**config.mk**
```make
export PLATFORM = sky130hd
export DESIGN_NAME = up_dn_sweep_ctrl
export DESIGN_NICKNAME = d
export VERILOG_FILES = /design/src/rtl/up_dn_pkg.sv /design/src/rtl/up_dn_sweep_ctrl.sv
export SDC_FILE = /design/constraint.sdc
export NUM_CORES = 1
export LEC_CHECK = 0
export BUFFER_PORTS_ARGS = -buffer_cell sky130_fd_sc_hd__buf_2
export CAP_MARGIN = 20
export CORE_MARGIN = 2
export CORE_UTILIZATION = 40
export CTS_CLUSTER_SIZE = 20
export DETAILED_ROUTE_END_ITERATION = 7
export PLACE_DENSITY = 0.63
export SYNTH_ARGS = -nofsm -noshare
export SYNTH_HDL_FRONTEND = slang
export SYNTH_SLANG_ARGS = --single-unit
```
**constraint.sdc**
```tcl
create_clock -name clk -period 2.7 [get_ports clk]
set_clock_uncertainty 0.15 [all_clocks]
set_input_delay 0.405 -clock clk [delete_from_list [all_inputs] [get_ports clk]]
set_output_delay 0.405 -clock clk [all_outputs]
set_load 0.005 [all_outputs]
```
**src/rtl/up_dn_pkg.sv**
```systemverilog
// rtl/up_dn_pkg.sv - shared types and width defaults for the up/down sweep controller
// Contents: sweep FSM state enum, default counter and sweep-count widths.
package up_dn_pkg;

   localparam int CNT_W_DEF = 5;
   localparam int SW_W_DEF  = 4;

   typedef enum logic [1:0] {
      ST_IDLE = 2'd0,
      ST_LOAD = 2'd1,
      ST_UP   = 2'd2,
      ST_DOWN = 2'd3
   } sweep_state_e;

endpackage

```
**src/rtl/up_dn_sweep_ctrl.sv**
```systemverilog
// rtl/up_dn_sweep_ctrl.sv - drives an up/down counter through repeated lo->hi->lo sweeps
// Ports: clk, rst_n (async active-low); start/stop job control; lo_bnd/hi_bnd/n_sweeps job
//        setup; cnt_val counter feedback; load/load_val/up/down counter commands;
//        busy, done pulse, sweep_cnt, sticky err status. All outputs are registered.
module up_dn_sweep_ctrl
   import up_dn_pkg::*;
#(
   parameter int CNT_W = CNT_W_DEF,
   parameter int SW_W  = SW_W_DEF
) (
   input  logic             clk,
   input  logic             rst_n,
   input  logic             start,
   input  logic             stop,
   input  logic [CNT_W-1:0] lo_bnd,
   input  logic [CNT_W-1:0] hi_bnd,
   input  logic [SW_W-1:0]  n_sweeps,
   input  logic [CNT_W-1:0] cnt_val,
   output logic             load,
   output logic [CNT_W-1:0] load_val,
   output logic             up,
   output logic             down,
   output logic             busy,
   output logic             done,
   output logic [SW_W-1:0]  sweep_cnt,
   output logic             err
);

   sweep_state_e     state_q, state_d;
   logic [CNT_W-1:0] lo_q, lo_d;
   logic [CNT_W-1:0] hi_q, hi_d;
   logic [CNT_W-1:0] shadow_q, shadow_d;
   logic [CNT_W-1:0] load_val_q, load_val_d;
   logic             load_q, load_d;
   logic             up_q, up_d;
   logic             down_q, down_d;
   logic             busy_q, busy_d;
   logic             done_q, done_d;
   logic [SW_W-1:0]  sweep_cnt_q, sweep_cnt_d;
   logic             err_q, err_d;

   logic [CNT_W-1:0] shadow_inc;
   logic [CNT_W-1:0] shadow_dec;
   logic [SW_W-1:0]  sweep_nxt;
   logic             mismatch;

   assign shadow_inc = shadow_q + 1'b1;
   assign shadow_dec = shadow_q - 1'b1;
   assign sweep_nxt  = sweep_cnt_q + 1'b1;
   // Shadow tracks what the counter should hold once the previous command has landed.
   assign mismatch   = (cnt_val != shadow_q);

   always_comb begin
      state_d     = state_q;
      lo_d        = lo_q;
      hi_d        = hi_q;
      shadow_d    = shadow_q;
      load_val_d  = load_val_q;
      sweep_cnt_d = sweep_cnt_q;
      err_d       = err_q;
      busy_d      = busy_q;
      load_d      = 1'b0;
      up_d        = 1'b0;
      down_d      = 1'b0;
      done_d      = 1'b0;

      case (state_q)
         ST_IDLE: begin
            busy_d = 1'b0;
            if (start && !stop) begin
               if (lo_bnd < hi_bnd) begin
                  lo_d        = lo_bnd;
                  hi_d        = hi_bnd;
                  sweep_cnt_d = '0;
                  err_d       = 1'b0;
                  load_d      = 1'b1;
                  load_val_d  = lo_bnd;
                  busy_d      = 1'b1;
                  state_d     = ST_LOAD;
               end else begin
                  err_d = 1'b1;
               end
            end
         end

         ST_LOAD: begin
            if (stop) begin
               busy_d  = 1'b0;
               state_d = ST_IDLE;
            end else begin
               // Counter takes load_val on this edge, so the shadow can start at lo.
               shadow_d = lo_q;
               up_d     = 1'b1;
               state_d  = ST_UP;
            end
         end

         ST_UP: begin
            if (stop || mismatch) begin
               err_d   = err_q | mismatch;
               busy_d  = 1'b0;
               state_d = ST_IDLE;
            end else begin
               shadow_d = shadow_inc;
               if (shadow_inc == hi_q) begin
                  down_d  = 1'b1;
                  state_d = ST_DOWN;
               end else begin
                  up_d = 1'b1;
               end
            end
         end

         ST_DOWN: begin
            if (stop || mismatch) begin
               err_d   = err_q | mismatch;
               busy_d  = 1'b0;
               state_d = ST_IDLE;
            end else begin
               shadow_d = shadow_dec;
               if (shadow_dec == lo_q) begin
                  sweep_cnt_d = sweep_nxt;
                  // n_sweeps of zero means sweep until stopped.
                  if ((n_sweeps != '0) && (sweep_nxt == n_sweeps)) begin
                     busy_d  = 1'b0;
                     done_d  = 1'b1;
                     state_d = ST_IDLE;
                  end else begin
                     up_d    = 1'b1;
                     state_d = ST_UP;
                  end
               end else begin
                  down_d = 1'b1;
               end
            end
         end

         default: begin
            busy_d  = 1'b0;
            state_d = ST_IDLE;
         end
      endcase
   end

   always_ff @(posedge clk or negedge rst_n) begin
      if (!rst_n) begin
         state_q     <= ST_IDLE;
         lo_q        <= '0;
         hi_q        <= '0;
         shadow_q    <= '0;
         load_val_q  <= '0;
         load_q      <= 1'b0;
         up_q        <= 1'b0;
         down_q      <= 1'b0;
         busy_q      <= 1'b0;
         done_q      <= 1'b0;
         sweep_cnt_q <= '0;
         err_q       <= 1'b0;
      end else begin
         state_q     <= state_d;
         lo_q        <= lo_d;
         hi_q        <= hi_d;
         shadow_q    <= shadow_d;
         load_val_q  <= load_val_d;
         load_q      <= load_d;
         up_q        <= up_d;
         down_q      <= down_d;
         busy_q      <= busy_d;
         done_q      <= done_d;
         sweep_cnt_q <= sweep_cnt_d;
         err_q       <= err_d;
      end
   end

   assign load      = load_q;
   assign load_val  = load_val_q;
   assign up        = up_q;
   assign down      = down_q;
   assign busy      = busy_q;
   assign done      = done_q;
   assign sweep_cnt = sweep_cnt_q;
   assign err       = err_q;

endmodule

```
## Word level (Yosys, flattened, before mapping)

Index checks and enable logic that the tools add are counted.

| word-level totals | value |
|---|---|
| bits in registers | 27 |
| input port bits | 23 |
| output and inout bits | 15 |
| word-level logic and storage cells | 98 |

| operators by class | value |
|---|---|
| add/sub/neg operators | 3 |
| $lt $le $gt $ge | 1 |
| eq/ne operators | 19 |
| muxes and demuxes | 47 |
| bitwise gates (word level) | 1 |
| reductions and logical operators | 16 |

Operator list:

| cell | number |
|---|---|
| 1-bit 2-to-1 mux | 25 |
| 2-bit 2-to-1 mux | 8 |
| 4-bit 2-to-1 mux | 4 |
| 2-bit inequality test (second input constant) | 8 |
| 5-bit 2-to-1 mux | 3 |
| 5-bit one-hot mux with 3 select lines | 1 |
| 4-bit AND reduction | 3 |
| 5-bit == test | 2 |
| 3-bit inequality test (second input constant) | 3 |
| 2-bit one-hot mux with 4 select lines | 1 |
| 4-bit one-hot mux with 2 select lines | 1 |
| 3-bit AND reduction | 2 |
| 5-bit by 1-bit adder with 5-bit output (second input constant) | 1 |
| 5-bit less-than comparator | 1 |
| 5-bit inequality test | 1 |
| 5-bit AND reduction | 1 |
| 5-bit by 1-bit subtractor with 5-bit output (second input constant) | 1 |
| 4-bit by 1-bit adder with 4-bit output (second input constant) | 1 |
| 2-bit == test (second input constant) | 2 |
| 4-bit == test | 1 |
| 1-bit one-hot mux with 2 select lines | 2 |
| 1-bit one-hot mux with 4 select lines | 1 |
| 2-bit nonzero test | 2 |
| 4-bit nonzero test | 1 |
| 10 further kinds | 11 |

## Longest topological paths before layout

| logic depth | value |
|---|---|
| depth after elaboration | 7 |
| mapped depth | 9 |

## Worst setup path before layout

OpenSTA, ideal clock, no wires.

| timing path | value |
|---|---|
| kind | input-to-reg |
| from | input hi_bnd[1] |
| to | register hi_q[0] |
| data arrival time | 2.020 ns |
| setup slack | 0.405 ns |
| stages on the path | 9 |
| buffers on the path | 2 |
| cells stage by stage | inv_1 -> ha_1 -> a211oi_2 -> o21bai_1 -> a211oi_1 -> and3_1 -> buf_2 -> buf_4 -> mux2_2 |

| between the ends | value |
|---|---|
| longest elaborated chain between the ends | 2 |

Ends and longest elaborated chain:

| what | line | text |
|---|---|---|
| from (decl) | up_dn_sweep_ctrl.sv:16 | `input logic [CNT_W-1:0] hi_bnd,` |
| 5-bit less-than comparator | up_dn_sweep_ctrl.sv:71 | `if (lo_bnd < hi_bnd) begin` |
| 3-bit AND reduction (no source line) | n/a |  |
| to (signal assigned) | up_dn_sweep_ctrl.sv:162 | `hi_q <= hi_d;` |
| to (decl) | up_dn_sweep_ctrl.sv:31 | `logic [CNT_W-1:0] hi_q, hi_d;` |

Every way passes these cells.
A chain may end at the register's enable or synchronous reset.

## Worst setup path in the final report

| timing path | value |
|---|---|
| from | register shadow_q[0] |
| to | register state_q[0] |

| between the ends | value |
|---|---|
| longest elaborated chain between the ends | 4 |

Ends and longest elaborated chain:

| what | line | text |
|---|---|---|
| from (decl) | up_dn_sweep_ctrl.sv:32 | `logic [CNT_W-1:0] shadow_q, shadow_d;` |
| from (signal assigned) | up_dn_sweep_ctrl.sv:163 | `shadow_q <= shadow_d;` |
| 5-bit by 1-bit subtractor with 5-bit output (tied with other cells) | up_dn_sweep_ctrl.sv:48 | `assign shadow_dec = shadow_q - 1'b1;` |
| 5-bit == test (tied with other cells) | up_dn_sweep_ctrl.sv:121 | `if (shadow_dec == lo_q) begin` |
| 3-bit inequality test (no source line) (tied with other cells) | n/a |  |
| 4-bit AND reduction (no source line) or 2-bit one-hot mux with 4 select lines (tied branches) | n/a |  |
| to (signal assigned) | up_dn_sweep_ctrl.sv:160 | `state_q <= state_d;` |
| to (decl) | up_dn_sweep_ctrl.sv:29 | `sweep_state_e state_q, state_d;` |

Parallel ways exist; a longest one is shown, timed or not.

==> metrics.csv <==
stage,metric,value,unit
status,status,finished clean,
final_layout,Final Instance Count excl. Fillers,276,
hold_path,Min-Delay Startpoint,hi_bnd[3],
synthesis,library cells used by synthesis,51,
critical_path,CP arrival,2.51,ns
final_layout,fraction of layout cells with a size suffix above 1,29.9,%
power_and_ir_drop,Reg power frac,36.9,%
power_and_ir_drop,combinational cell fraction of total power,51.0,%
clocking,Sink Count,27,
power_and_ir_drop,cell internal pwr,1.16,mW
critical_path,reg2reg path depth,6,
clocking,CTS Root Cell,clkbuf_8,
global_route,first-pass GRT wire length,6960,um
critical_path,Worst R2R End,state_q[0],
floorplan,row cnt,24,
critical_path,Required @ worst endpoint,2.74,ns
floorplan,die height,72.0,um
floorplan,I/O pins,38,
final_layout,P&R area growth vs syn,16.1,%
clocking,post-cts sizing count,0,
critical_path,stages on the worst setup path,6,
clocking,H-tree depth,1,
sta,Final Hold Viols,0,
routing,Vias/cell,5.42,
sta,unrepaired setup endpoints after global routing,false,
routing,Starting DRT DRC Count,88,
critical_path,Critical R2R Launch,shadow_q[0],
synthesis,most instantiated library cell after synthesis,dfrtp_1,
critical_path,CP bufs+invs,0,
clocking,CTS tree,done,
critical_path,Top delay family on crit path,compound AO/OA/AOI/OAI gates,
critical_path,critical path class,register to register,
routing,DRC errors left,0,
critical_path,crit path launch type,register,
clocking,clock buffer count from CTS,3,
synthesis,"Seq/Total Area, Yosys",36.5,%
routing,per-cell routed wire length,14.6,um
run,Max-Cap Viols,0,
critical_path,crit path cell chain,ha_1 -> nand2_1 -> or4b_4 -> a2111oi_4 -> a211oi_1 -> a211oi_2,
global_route,initial antenna violation count,0,
global_route,GR Util All Layers,16.9,%
floorplan,Chip Width,72.0,um
routing,overall via count from detail_route,1495,
sta,setup total negative slack,0,ns
power_and_ir_drop,Clock Power Share,12.1,%
final_layout,final net count,255,
clocking,clk buf depth,2,
global_route,GRT overflow,0,
power_and_ir_drop,Sw Pwr,0.842,mW
synthesis,Synth top cells by count,"27 x dfrtp_1, 13 x xnor2_1, 11 x nand2_1, 10 x nor2_1, 10 x xor2_1",
power_and_ir_drop,switch share,42.0,%
sta,Peak Freq,405,MHz
placed_design,port bufs,37,
routing,drt total wl,4020,um
synthesis,syn nets,216,
sta,worst slew pin tran,0.614,ns
sta,Slew HR,59.1,%
critical_path,endpoint class of the critical path,register,
synthesis,ys async rst share,100,%
floorplan,Initial Util,41.9,%
global_route,vias in the first global route,1474,
power_and_ir_drop,LEAKAGE,0.963,nW
floorplan,core area,4410,um2
power_and_ir_drop,PwrDens,933,nW/um2
synthesis,register bit total from synthesis,27,
synthesis,synthesis warning total,0,
hold_path,Hold Crit Depth,2,
critical_path,max incr delay on CP,0.52,ns
placed_design,RD Place Congestion,0.786,
global_route,largest net degree at the start of global routing,28,
power_and_ir_drop,worst vdd ir,0.490,mV
synthesis,mean post-synth cell area,9.95,um2
hold_path,Tightest Hold Check Type,input pin to register,
critical_path,slowest CP cell,or4b_4,
clocking,latest clock arrival within the worst-skew pair,0.28,ns
placed_design,hpwl dp,3080,um
hold_path,hold path endpoint,hi_q[3],
synthesis,top_reg_cell synth,dfrtp_1,
sta,final cycle utilization of the critical path,91.5,%
sta,Period minus WS final,2.47,ns
routing,TritonRoute pass-1 iters,4,
floorplan,DIE AREA,5190,um2
final_layout,ANT cells,0,
synthesis,cell count after synthesis,186,
synthesis,synthesized area,1850,um2
synthesis,synth top area cells,"dfrtp_1 37%, xnor2_1 6.2%, mux2_2 5.5%",
synthesis,Yosys top cell area share,36.5,%
critical_path,reg2reg setup slack,0.23,ns
sta,Final setup viols,0,
clocking,Clock Pin Slew Worst Setup and Hold Paths,0.10,ns
synthesis,"area leader, netlist",dfrtp_1,
sta,Pins Over Slew Limit,0,
routing,post-detailed-route count of antenna-violating nets,0,
critical_path,crit-path max FO,6,
synthesis,"EDFF count, synth",0,
placed_design,Placed Cells,271,
[state kept, by name, summed over array words and instances, names as in the netlist]
register	cells
shadow_q	5
load_val	5
done	1
busy	1
down	1
err	1
sweep_cnt	4
hi_q	5
up	1
load	1
state_q	2
[worst reg2reg max path, delay by kind of cell (launching register included)]
family,cells,cell delay (ns)
adder cells (fa/ha/maj),1,0.33
AND/OR/NAND/NOR,2,0.63
AO/OA/AOI/OAI,3,0.81
flip-flops,1,0.47
[layout by cell type, fill, tap and decap left out, drive strengths merged, types with 2 or more instances in the layout]
cell type and instances:
a21oi 7, mux2 11, nand2 11, nand2b 2, nor4 2, a31oi 4
xnor2 13, buf 45, xor2 10, nor2 10, clkbuf 3, mux2i 2
or4b 2, a211oi 5, dfrtp 27, nor2b 2, a21o 3, o22a 5
inv 9, ha 7, nor3 8, nor4b 3, o21bai 2, o21ai 7
nand3 3
[timing repair]
action                    4_1_cts  5_1_grt
hold buffers                    1        0
setup buffers                   0        0
hold endpoints to repair        8        0
[worst max path at each step]
stage / startpoint / end
after floorplan: hi_bnd[1] / hi_q[0]
after global placement: lo_bnd[1] / load_val[0]
after detailed placement: lo_bnd[1] / load_val[2]
after CTS: shadow_q[0] / state_q[0]
after global routing: shadow_q[0] / busy
final: shadow_q[0] / state_q[0]
[metrics by stage]
step	cell area, um2	hold slack [ns]	util [%]	power [mW]	setup WS [ns]
2_1_floorplan	1850	-0.0406	-	1.50	0.405
3_3_place_gp	2090	0.307	47.3	1.76	0.246
5_1_grt	2150	0.218	48.7	2.17	0.133
3_5_place_dp	2090	0.308	47.3	1.76	0.230
6_report	2150	0.201	48.7	2.00	0.229
4_1_cts	2150	0.199	48.7	2.01	0.217
[power groups by stage]
stage | Clock, mW | Combinational, mW | Sequential (mW)
6_report | 0.243 | 1.02 | 0.739
3_5_place_dp | 0 | 1.01 | 0.744
4_1_cts | 0.248 | 1.02 | 0.737
5_1_grt | 0.264 | 1.14 | 0.768
3_3_place_gp | 0 | 1.01 | 0.747
2_1_floorplan | 0 | 0.846 | 0.656
[logic make-up (layout without fill, tap and decap cells)]
kind of cell               Yosys count  count (layout)  share of synthesized area (%)
AOI/OAI and AO/OA                   44              44                           18.5
DFF                                 27              27                           36.5
and+or+nand+nor                     51              51                           15.9
xor gates and xnor gates            23              23                           10.9
buffers and inverters               21              59                           5.68
adders and majority gates            7               7                           4.73
muxes                               13              13                           7.78
[layout make-up]
| cell class | instances | area [um2] |
|---|---|---|
| tap | 52 | 65.1 |
| multi-input combinational | 138 | 1070 |
| fill | 433 | 2270 |
| timing repair buffer | 46 | 255 |
| inverter | 9 | 33.8 |
| clock inverter | 1 | 7.51 |
| sequential | 27 | 676 |
| clock buffer | 3 | 41.3 |
[metal layers]
layer / global-route usage [%] / wire, um / up-vias
met5: 0 / 0 / -
met4: 4.40 / 45 / 0
met3: 2.08 / 144 / 5
met2: 25.8 / 1760 / 34
met1: 25.4 / 2070 / 707
li1: - / - / 749
No activity file was read; power rests on OpenSTA's default activity.
